<file path="src/rtl/ssd_frame_arbiter.sv">
// ssd_frame_arbiter: selects base frame or temporary message frames for the display.
// Optional blink of base digits is enabled by defining SSD_ARB_BLINK_EN.
module ssd_frame_arbiter #(
    parameter int MSG_CYCLES = 100000000,
    parameter int BLINK_HALF = 50000000
) (
    input  logic        clk,
    input  logic        rst,
    input  logic [19:0] base_frame,
    input  logic [3:0]  blink_mask,
    input  logic        msg_req,
    input  logic [19:0] msg_frame,
    input  logic        msg_flush,
    output logic        msg_ack,
    output logic [19:0] frame_out,
    output logic        frame_src
);

    localparam logic [4:0]  BLANK     = 5'h13;
    localparam logic [19:0] BLANK4    = {BLANK, BLANK, BLANK, BLANK};
    localparam logic [26:0] HOLD_LOAD = 27'(MSG_CYCLES - 1);

    typedef enum logic {
        BASE,
        MSG
    } state_t;

    state_t      state;
    logic [26:0] hold_cnt;
    logic [19:0] act_frame;
    logic        pend_valid;
    logic [19:0] pend_frame;
    logic [19:0] base_vis;

`ifdef SSD_ARB_BLINK_EN
    localparam logic [26:0] BLINK_LOAD = 27'(BLINK_HALF - 1);

    logic [26:0] blink_cnt;
    logic        blink_on;

    // Free-running half-period counter; phase flips at the end of each half.
    always_ff @(posedge clk or posedge rst) begin
        if (rst) begin
            blink_cnt <= '0;
            blink_on  <= 1'b1;
        end else if (blink_cnt == BLINK_LOAD) begin
            blink_cnt <= '0;
            blink_on  <= ~blink_on;
        end else begin
            blink_cnt <= blink_cnt + 27'd1;
        end
    end

    // Blank the masked base digits during the off phase.
    always_comb begin
        base_vis = base_frame;
        for (int k = 0; k < 4; k++) begin
            if (!blink_on && blink_mask[k]) begin
                base_vis[5*k +: 5] = BLANK;
            end
        end
    end
`else
    logic unused_blink;

    assign unused_blink = ^blink_mask;
    assign base_vis     = base_frame;
`endif

    // Message FSM with pending slot; outputs registered from the next state.
    always_ff @(posedge clk or posedge rst) begin
        if (rst) begin
            state      <= BASE;
            hold_cnt   <= '0;
            act_frame  <= BLANK4;
            pend_valid <= 1'b0;
            pend_frame <= BLANK4;
            msg_ack    <= 1'b0;
            frame_out  <= BLANK4;
            frame_src  <= 1'b0;
        end else begin
            msg_ack <= 1'b0;
            if (msg_flush) begin
                state      <= BASE;
                hold_cnt   <= '0;
                pend_valid <= 1'b0;
                frame_out  <= base_vis;
                frame_src  <= 1'b0;
            end else begin
                unique case (state)
                    BASE: begin
                        if (msg_req) begin
                            act_frame <= msg_frame;
                            hold_cnt  <= HOLD_LOAD;
                            state     <= MSG;
                            msg_ack   <= 1'b1;
                            frame_out <= msg_frame;
                            frame_src <= 1'b1;
                        end else begin
                            frame_out <= base_vis;
                            frame_src <= 1'b0;
                        end
                    end
                    MSG: begin
                        if (hold_cnt != '0) begin
                            hold_cnt  <= hold_cnt - 27'd1;
                            frame_out <= act_frame;
                            frame_src <= 1'b1;
                            if (msg_req && !pend_valid) begin
                                pend_frame <= msg_frame;
                                pend_valid <= 1'b1;
                                msg_ack    <= 1'b1;
                            end
                        end else if (pend_valid) begin
                            act_frame  <= pend_frame;
                            pend_valid <= 1'b0;
                            hold_cnt   <= HOLD_LOAD;
                            frame_out  <= pend_frame;
                            frame_src  <= 1'b1;
                        end else if (msg_req) begin
                            act_frame <= msg_frame;
                            hold_cnt  <= HOLD_LOAD;
                            msg_ack   <= 1'b1;
                            frame_out <= msg_frame;
                            frame_src <= 1'b1;
                        end else begin
                            state     <= BASE;
                            frame_out <= base_vis;
                            frame_src <= 1'b0;
                        end
                    end
                    default: begin
                        state     <= BASE;
                        frame_out <= base_vis;
                        frame_src <= 1'b0;
                    end
                endcase
            end
        end
    end

endmodule

</file>
<file path="config.mk">
export PLATFORM = sky130hd
export DESIGN_NAME = ssd_frame_arbiter
export DESIGN_NICKNAME = d
export VERILOG_FILES = /design/src/rtl/ssd_frame_arbiter.sv
export SDC_FILE = /design/constraint.sdc
export NUM_CORES = 1
export LEC_CHECK = 0
export CAP_MARGIN = 20
export CELL_PAD_IN_SITES_DETAIL_PLACEMENT = 1
export CELL_PAD_IN_SITES_GLOBAL_PLACEMENT = 2
export CORE_AREA = 2 2 133 135
export DETAILED_ROUTE_END_ITERATION = 7
export DIE_AREA = 0 0 135 137
export GPL_TIMING_DRIVEN = 0
export PLACE_DENSITY = 0.79
export SLEW_MARGIN = 20
export SYNTH_ARGS = -nofsm -noshare
export SYNTH_HDL_FRONTEND = slang
export SYNTH_SLANG_ARGS = --single-unit
export TNS_END_PERCENT = 20
</file>
<file path="constraint.sdc">
create_clock -name clk -period 3.71 [get_ports clk]
set_input_delay 0.9275 -clock clk [delete_from_list [all_inputs] [get_ports clk]]
set_output_delay 0.9275 -clock clk [all_outputs]
set_load 0.01 [all_outputs]
</file>
Yosys cells after proc, flatten, opt, wreduce, memory -nomap -nowiden --
Index checks and enable logic that the tools add are counted.
Operators by class: $add $sub $neg 1, equal/unequal tests 2, multiplexer cells 28, bitwise gates (word level) 2, reductions and logical operators 7
Operators by type and width (number):
- $mux W20 | 7
- $mux W27 | 4
- $pmux W20 S2 | 2
- $pmux W27 S2 | 1
- $reduce_bool A27 Y1 | 1
- $sub A27 B1 Y27 const B | 1
- $mux W1 | 12
- $pmux W1 S2 | 2
- $reduce_and A2 Y1 | 2
- $reduce_and A4 Y1 | 1
- $ne A3 B2 Y1 const B | 1
- $ne A2 B2 Y1 const B | 1
- $not A1 Y1 | 2
- $reduce_bool A2 Y1 | 1
- $logic_and A1 B1 Y1 | 1
- $logic_not A1 Y1 | 1
Storage, ports and cells: register bits 90, input bits 48, output and inout bits 22, word-level logic and storage cells 47

Longest topological paths before layout --
word-level depth 6, mapped depth 9, gate-level depth less buffers 7

Worst setup path before layout --
No wires, ideal clock.
kind flip-flop to flip-flop, start register hold_cnt[14], end register pend_frame[12], library setup time 0.127 ns, arrival time 2.599 ns, data required time 3.583 ns, setup slack 0.984 ns, cell stages (with the launch flop) 9, buffers on the path 3, clock period less this slack 2.726 ns, cell sequence dfrtp_1 > or4_1 > buf_2 > or4_4 > buf_6 > o21ai_4 > or4_2 > buf_8 > mux2_1
Between the ends: word-level cells in the longest chain between the ends 2
Ends and longest elaborated chain:
- from (decl) | RTL line 29 | logic [26:0] hold_cnt;
- from (signal assigned) | RTL line 106 | hold_cnt <= hold_cnt - 27'd1;
- $reduce_bool A27 Y1 | RTL line 105 | if (hold_cnt != '0) begin
- $reduce_and A4 Y1 (no source line)
- to (signal assigned) | RTL line 110 | pend_frame <= msg_frame;
- to (decl) | RTL line 32 | logic [19:0] pend_frame;
No other way between the ends. A chain may end at the register's enable or synchronous reset.

Worst setup path after layout --
start register hold_cnt[14], end register frame_out[15]
Between the ends: word-level cells in the longest chain between the ends 4
Ends and longest elaborated chain:
- $reduce_bool A27 Y1 | RTL line 105
- $mux W20 | RTL line 105
- $pmux W20 S2 | RTL line 90 | unique case (state)
- $mux W20 | RTL line 83 | if (msg_flush) begin
- to (signal assigned) | RTL line 87 | frame_out <= base_vis;
- to (signal assigned) | RTL line 97 | frame_out <= msg_frame;
- to (signal assigned) | RTL line 107 | frame_out <= act_frame;
- to (decl) | RTL line 15 | output logic [19:0] frame_out,
No other way between the ends.

==> results.txt <==
----------------------------------------------------
[Yosys]
  Synthesized netlist cell count ... 480
  Unique masters post-synth ... slightly above 70
  Dominant synthesized flop cell ... sky130_fd_sc_hd__dfrtp_1
  Mux share of post-synthesis cell area ... 8.06%
  Post-Synth XOR/XNOR Area ... less than 1%
  Part of the Yosys area used for sequential elements ... 45.7%
  Largest family of logic cells by synthesized area ... compound AO/OA/AOI/OAI gates
  Syn nets ... 530
  Count of warnings emitted by yosys ... 0
  Complex-gate fraction of the synthesized area ... 23.4%
  Mean area per synthesized cell ... 10.5 sq um
  Post-synthesis instance area ... 5030 sq um
  Post-Synth Simple-Gate Area ... roughly 17%
  Share of synthesized cell area in full adder, half adder and majority cells ... less than 1%
  Count of flip-flops with a built-in enable after synthesis ... 0
  FFs w/ async S/R, synth ... 100%
  Count of state elements after synthesis ... 90

[Cells and area]
  Total Nets Final ... 607
  Fin area ... approximately 6300 sq um
  Total inserted antenna cells ... 0
  Layout cells sized above 1 ... 17.6%
  Growth of design area from synthesis to finish ... 24.7%

[STA]
  Least-Margin Pin Slew ... approximately 0.92 ns
  Worst clock skew ... 0.00706 ns
  FMAX ... slightly above 300 MHz
  Relative slew margins ... 37.6%
  Sum of negative setup slack ... 0 ns
  Max Transition Viols Final ... 0
  Setup Viol. Count Final ... 0
  Tmin final ... about 3.3 ns
  Final critical-path share of the clock period ... 88.9%
  Final WS setup ... 0.412 ns
  Unrepaired setup endpoints after global routing ... false
  Final hold violation count ... 0

[Die]
  Overall die width ... 135 microns
  I/O pin total ... 70
  DIE AREA ... 18500 sq um
  Initial cell density of the core ... 29.5%
  Site row count ... 48
  Core region area ... 17100 sq um
  Die Height ... 137 microns

[Critical path]
  Critical path's most frequent cell ... sky130_fd_sc_hd__buf_2
  Crit path capture type ... register
  CP max stage delay ... 0.67 ns
  Critical Path Start Type ... register
  Family of cells with the greatest summed delay on the critical path ... simple AND/OR/NAND/NOR gates
  Crit Path Category ... reg2reg
  Worst-case register-to-register setup slack ... 0.41 ns
  Worst Path Arrival ... about 3.6 ns
  Path depth of the worst reg2reg path ... 7
  Crit-path slowest cell ... sky130_fd_sc_hd__nor3_2
  Top fanout value on the critical path ... 10
  Crit Reg-Reg Endpoint ... frame_out[15]
  Launching point of the worst reg2reg path ... hold_cnt[14]
  Critical-path cell list ... or4_1, buf_2, nor4_4, a21oi_2, nor3_2, buf_2, a221o_1
  Required time of the critical path ... approximately 4.0 ns
  Combined buffer and inverter count along the critical path ... 2

[Worst hold path]
  Endpoint with the worst hold slack ... pend_frame[8]
  Hold-critical path depth ... 1
  Worst hold path startpoint ... pend_frame[8]
  Hold Path Class ... reg2reg

[CTS]
  Total CTS buffers ... 9
  Clk sink count ... 90
  Post-CTS Hold Buffers ... 0
  Clock insertion delay at the later pin of the skew report ... 0.35 ns
  Post-CTS clock slew at the launch and capture registers of the worst setup and hold paths ... 0.07 ns
  H-tree levels ... 3
  Post-CTS setup buffer count ... 0
  Maximum number of buffers from clock root to sink ... 2
  TritonCTS clock tree ... done
  Resized Gates After CTS ... 0
  Master cell of the clock root buffer ... sky130_fd_sc_hd__clkbuf_16

[Power]
  Internal portion of total power ... 0.00192 W
  Net switching component of the power ... 0.000834 W
  Total power density per cell area ... 440 nW/um^2
  Clock group share of total power ... between 30% and 40%
  Gate power share ... roughly 22%
  Sequential cell fraction of total power ... 46.7%
  Switching part of the total power ... between 30% and 40%
  Largest voltage drop on the vdd net ... about 0.20 mV
  P_leak ... 2.35 nW

[Detailed routing]
  DRC violation total after the first TritonRoute iteration ... 182
  DRC Markers ... 0
  TritonRoute pass-1 iters ... 4
  Post-DR wirelength/cell ... 20.3 microns
  Sum of routed wire length over all layers ... 16000 microns
  Routed Antenna Nets ... 0
  Ratio of routed vias to standard cells ... 5.47
  Number of vias in the routed layout ... 4305

[Placed design]
  Buffers added on ports ... 65
  Gpl congestion ... 0.796
  Final HPWL DP ... 11400 microns
  Pre-CTS WS ... between 0.2 and 0.25 ns
  Dpl cell area ... 6000 sq um

[GRT]
  Initial antenna violation count ... 0
  Largest net degree at the start of global routing ... 78
  Global-route wire length before repair ... 26300 microns
  Remaining global-route overflow ... 0
  Number of global-route vias before repair ... 4820
  Gr usage total ... 18.4%

[Status]
  Run status ... completed

[Flow run]
  MaxCap Viol Count ... 0

----------------------------------------------------
worst max-delay path by stage:
stage                       startpoint  cells after the start  slack, ns       endpoint
after floorplan                    rst                      1       0.51  act_frame[12]
after global placement             rst                      2      -1.08   hold_cnt[13]
after detailed placement     msg_flush                      7       0.23  frame_out[16]
after CTS                 hold_cnt[13]                      7       0.40  frame_out[15]
after global routing       hold_cnt[7]                      7       0.12  frame_out[13]
final                     hold_cnt[14]                      7       0.41  frame_out[15]
kinds of logic (layout without fill, tap and decap cells):
kind of cell / Yosys count / count (layout)
AOI/OAI and AO/OA: 137 / 137
xor gates and xnor gates: 2 / 2
adders and majority gates: 2 / 2
buffers and inverters: 51 / 133
DFF: 90 / 90
muxes: 38 / 38
and+or+nand+nor: 160 / 160
metrics by stage:
| stage | hold WS (ns) | power (W) | cells | util, % |
|---|---|---|---|---|
| 2_1_floorplan | 0.464 | 0.00165 | 480 | - |
| 3_3_place_gp | 0.482 | 0.00187 | 770 | 35.0 |
| 3_5_place_dp | 0.484 | 0.00190 | 771 | 35.2 |
| 4_1_cts | 0.501 | 0.00279 | 787 | 36.8 |
| 5_1_grt | 0.514 | 0.00290 | 787 | 36.8 |
| 6_report | 0.495 | 0.00276 | 787 | 36.8 |
layout by cell type (no fill, tap or decap), drive strengths merged, types with 5 or more instances in the layout:
cell	n
a2bb2oi	17
mux2	20
a41oi	5
a21o	5
or4	9
o21ai	15
a221o	17
clkinv	5
a21oi	15
inv	16
dfstp	36
clkdlybuf4s50	65
clkbuf	33
buf	14
o22ai	19
dfrtp	54
nand3	24
mux2i	18
nor4	11
nand4	6
nor2	32
nand2	40
nor3	19
synthesized netlist by cell type (3+ instances only):
cell type / count / area, sq um
sky130_fd_sc_hd__and2_1: 3 / 18.8
sky130_fd_sc_hd__o21ai_0: 12 / 60.1
sky130_fd_sc_hd__o311ai_0: 3 / 26.3
sky130_fd_sc_hd__a31oi_1: 3 / 18.8
sky130_fd_sc_hd__a211o_1: 4 / 35.0
sky130_fd_sc_hd__nand2b_1: 4 / 25.0
sky130_fd_sc_hd__nor3_2: 3 / 30.0
sky130_fd_sc_hd__dfstp_2: 36 / 946
sky130_fd_sc_hd__a221o_1: 17 / 170
sky130_fd_sc_hd__dfrtp_1: 54 / 1350
sky130_fd_sc_hd__clkbuf_1: 23 / 86.3
sky130_fd_sc_hd__buf_6: 4 / 45.0
sky130_fd_sc_hd__nand3_1: 24 / 120
sky130_fd_sc_hd__a2bb2oi_1: 7 / 61.3
sky130_fd_sc_hd__nor4_1: 9 / 56.3
sky130_fd_sc_hd__or4_1: 5 / 37.5
sky130_fd_sc_hd__nand4_1: 6 / 37.5
sky130_fd_sc_hd__a41oi_1: 5 / 43.8
sky130_fd_sc_hd__mux2i_1: 18 / 180
sky130_fd_sc_hd__o22ai_1: 18 / 113
sky130_fd_sc_hd__or3_1: 3 / 18.8
sky130_fd_sc_hd__nor2_1: 31 / 116
sky130_fd_sc_hd__a311oi_1: 4 / 35.0
sky130_fd_sc_hd__mux2_1: 20 / 225
sky130_fd_sc_hd__or4_4: 3 / 33.8
sky130_fd_sc_hd__a22o_1: 3 / 26.3
sky130_fd_sc_hd__a21oi_1: 14 / 70.1
sky130_fd_sc_hd__a211oi_1: 4 / 30.0
sky130_fd_sc_hd__buf_2: 4 / 20.0
sky130_fd_sc_hd__a221oi_2: 3 / 45.0
sky130_fd_sc_hd__nor3_1: 16 / 80.1
sky130_fd_sc_hd__nand2_1: 40 / 150
sky130_fd_sc_hd__a21o_1: 5 / 37.5
sky130_fd_sc_hd__inv_1: 15 / 56.3
sky130_fd_sc_hd__a2bb2oi_2: 10 / 150
routing by layer:
| layer | global-route usage (%) | vias to the layer above | wire, microns |
|---|---|---|---|
| met1 | 23.0 | 2217 | 7220 |
| met5 | 0 | - | 0 |
| met2 | 32.4 | 86 | 7990 |
| li1 | - | 1986 | - |
| met4 | 5.44 | 0 | 243 |
| met3 | 3.22 | 16 | 543 |
final cells by class:
class	instances	area, sq um
clock buffer	10	229
clock inverter	6	42.5
multi-input combinational	339	2490
fill	1973	10800
inverter	15	61.3
buffer	36	196
sequential	90	2300
timing repair buffer	66	678
tap	225	282
sequential cells by signal, indices dropped and copies added (netlist names):
signal / count
pend_valid: 1
state: 1
hold_cnt: 27
frame_out: 20
pend_frame: 20
msg_ack: 1
act_frame: 20
power by group through the flow:
stage	logic (W)	clock network, W	registers [W]
6_report	0.000598	0.000871	0.00129
3_5_place_dp	0.000602	0	0.00130
4_1_cts	0.000605	0.000897	0.00129
5_1_grt	0.000656	0.000936	0.00131
2_1_floorplan	0.000365	0	0.00129
3_3_place_gp	0.000575	0	0.00129
No activity file was read; power rests on OpenSTA's default activity.
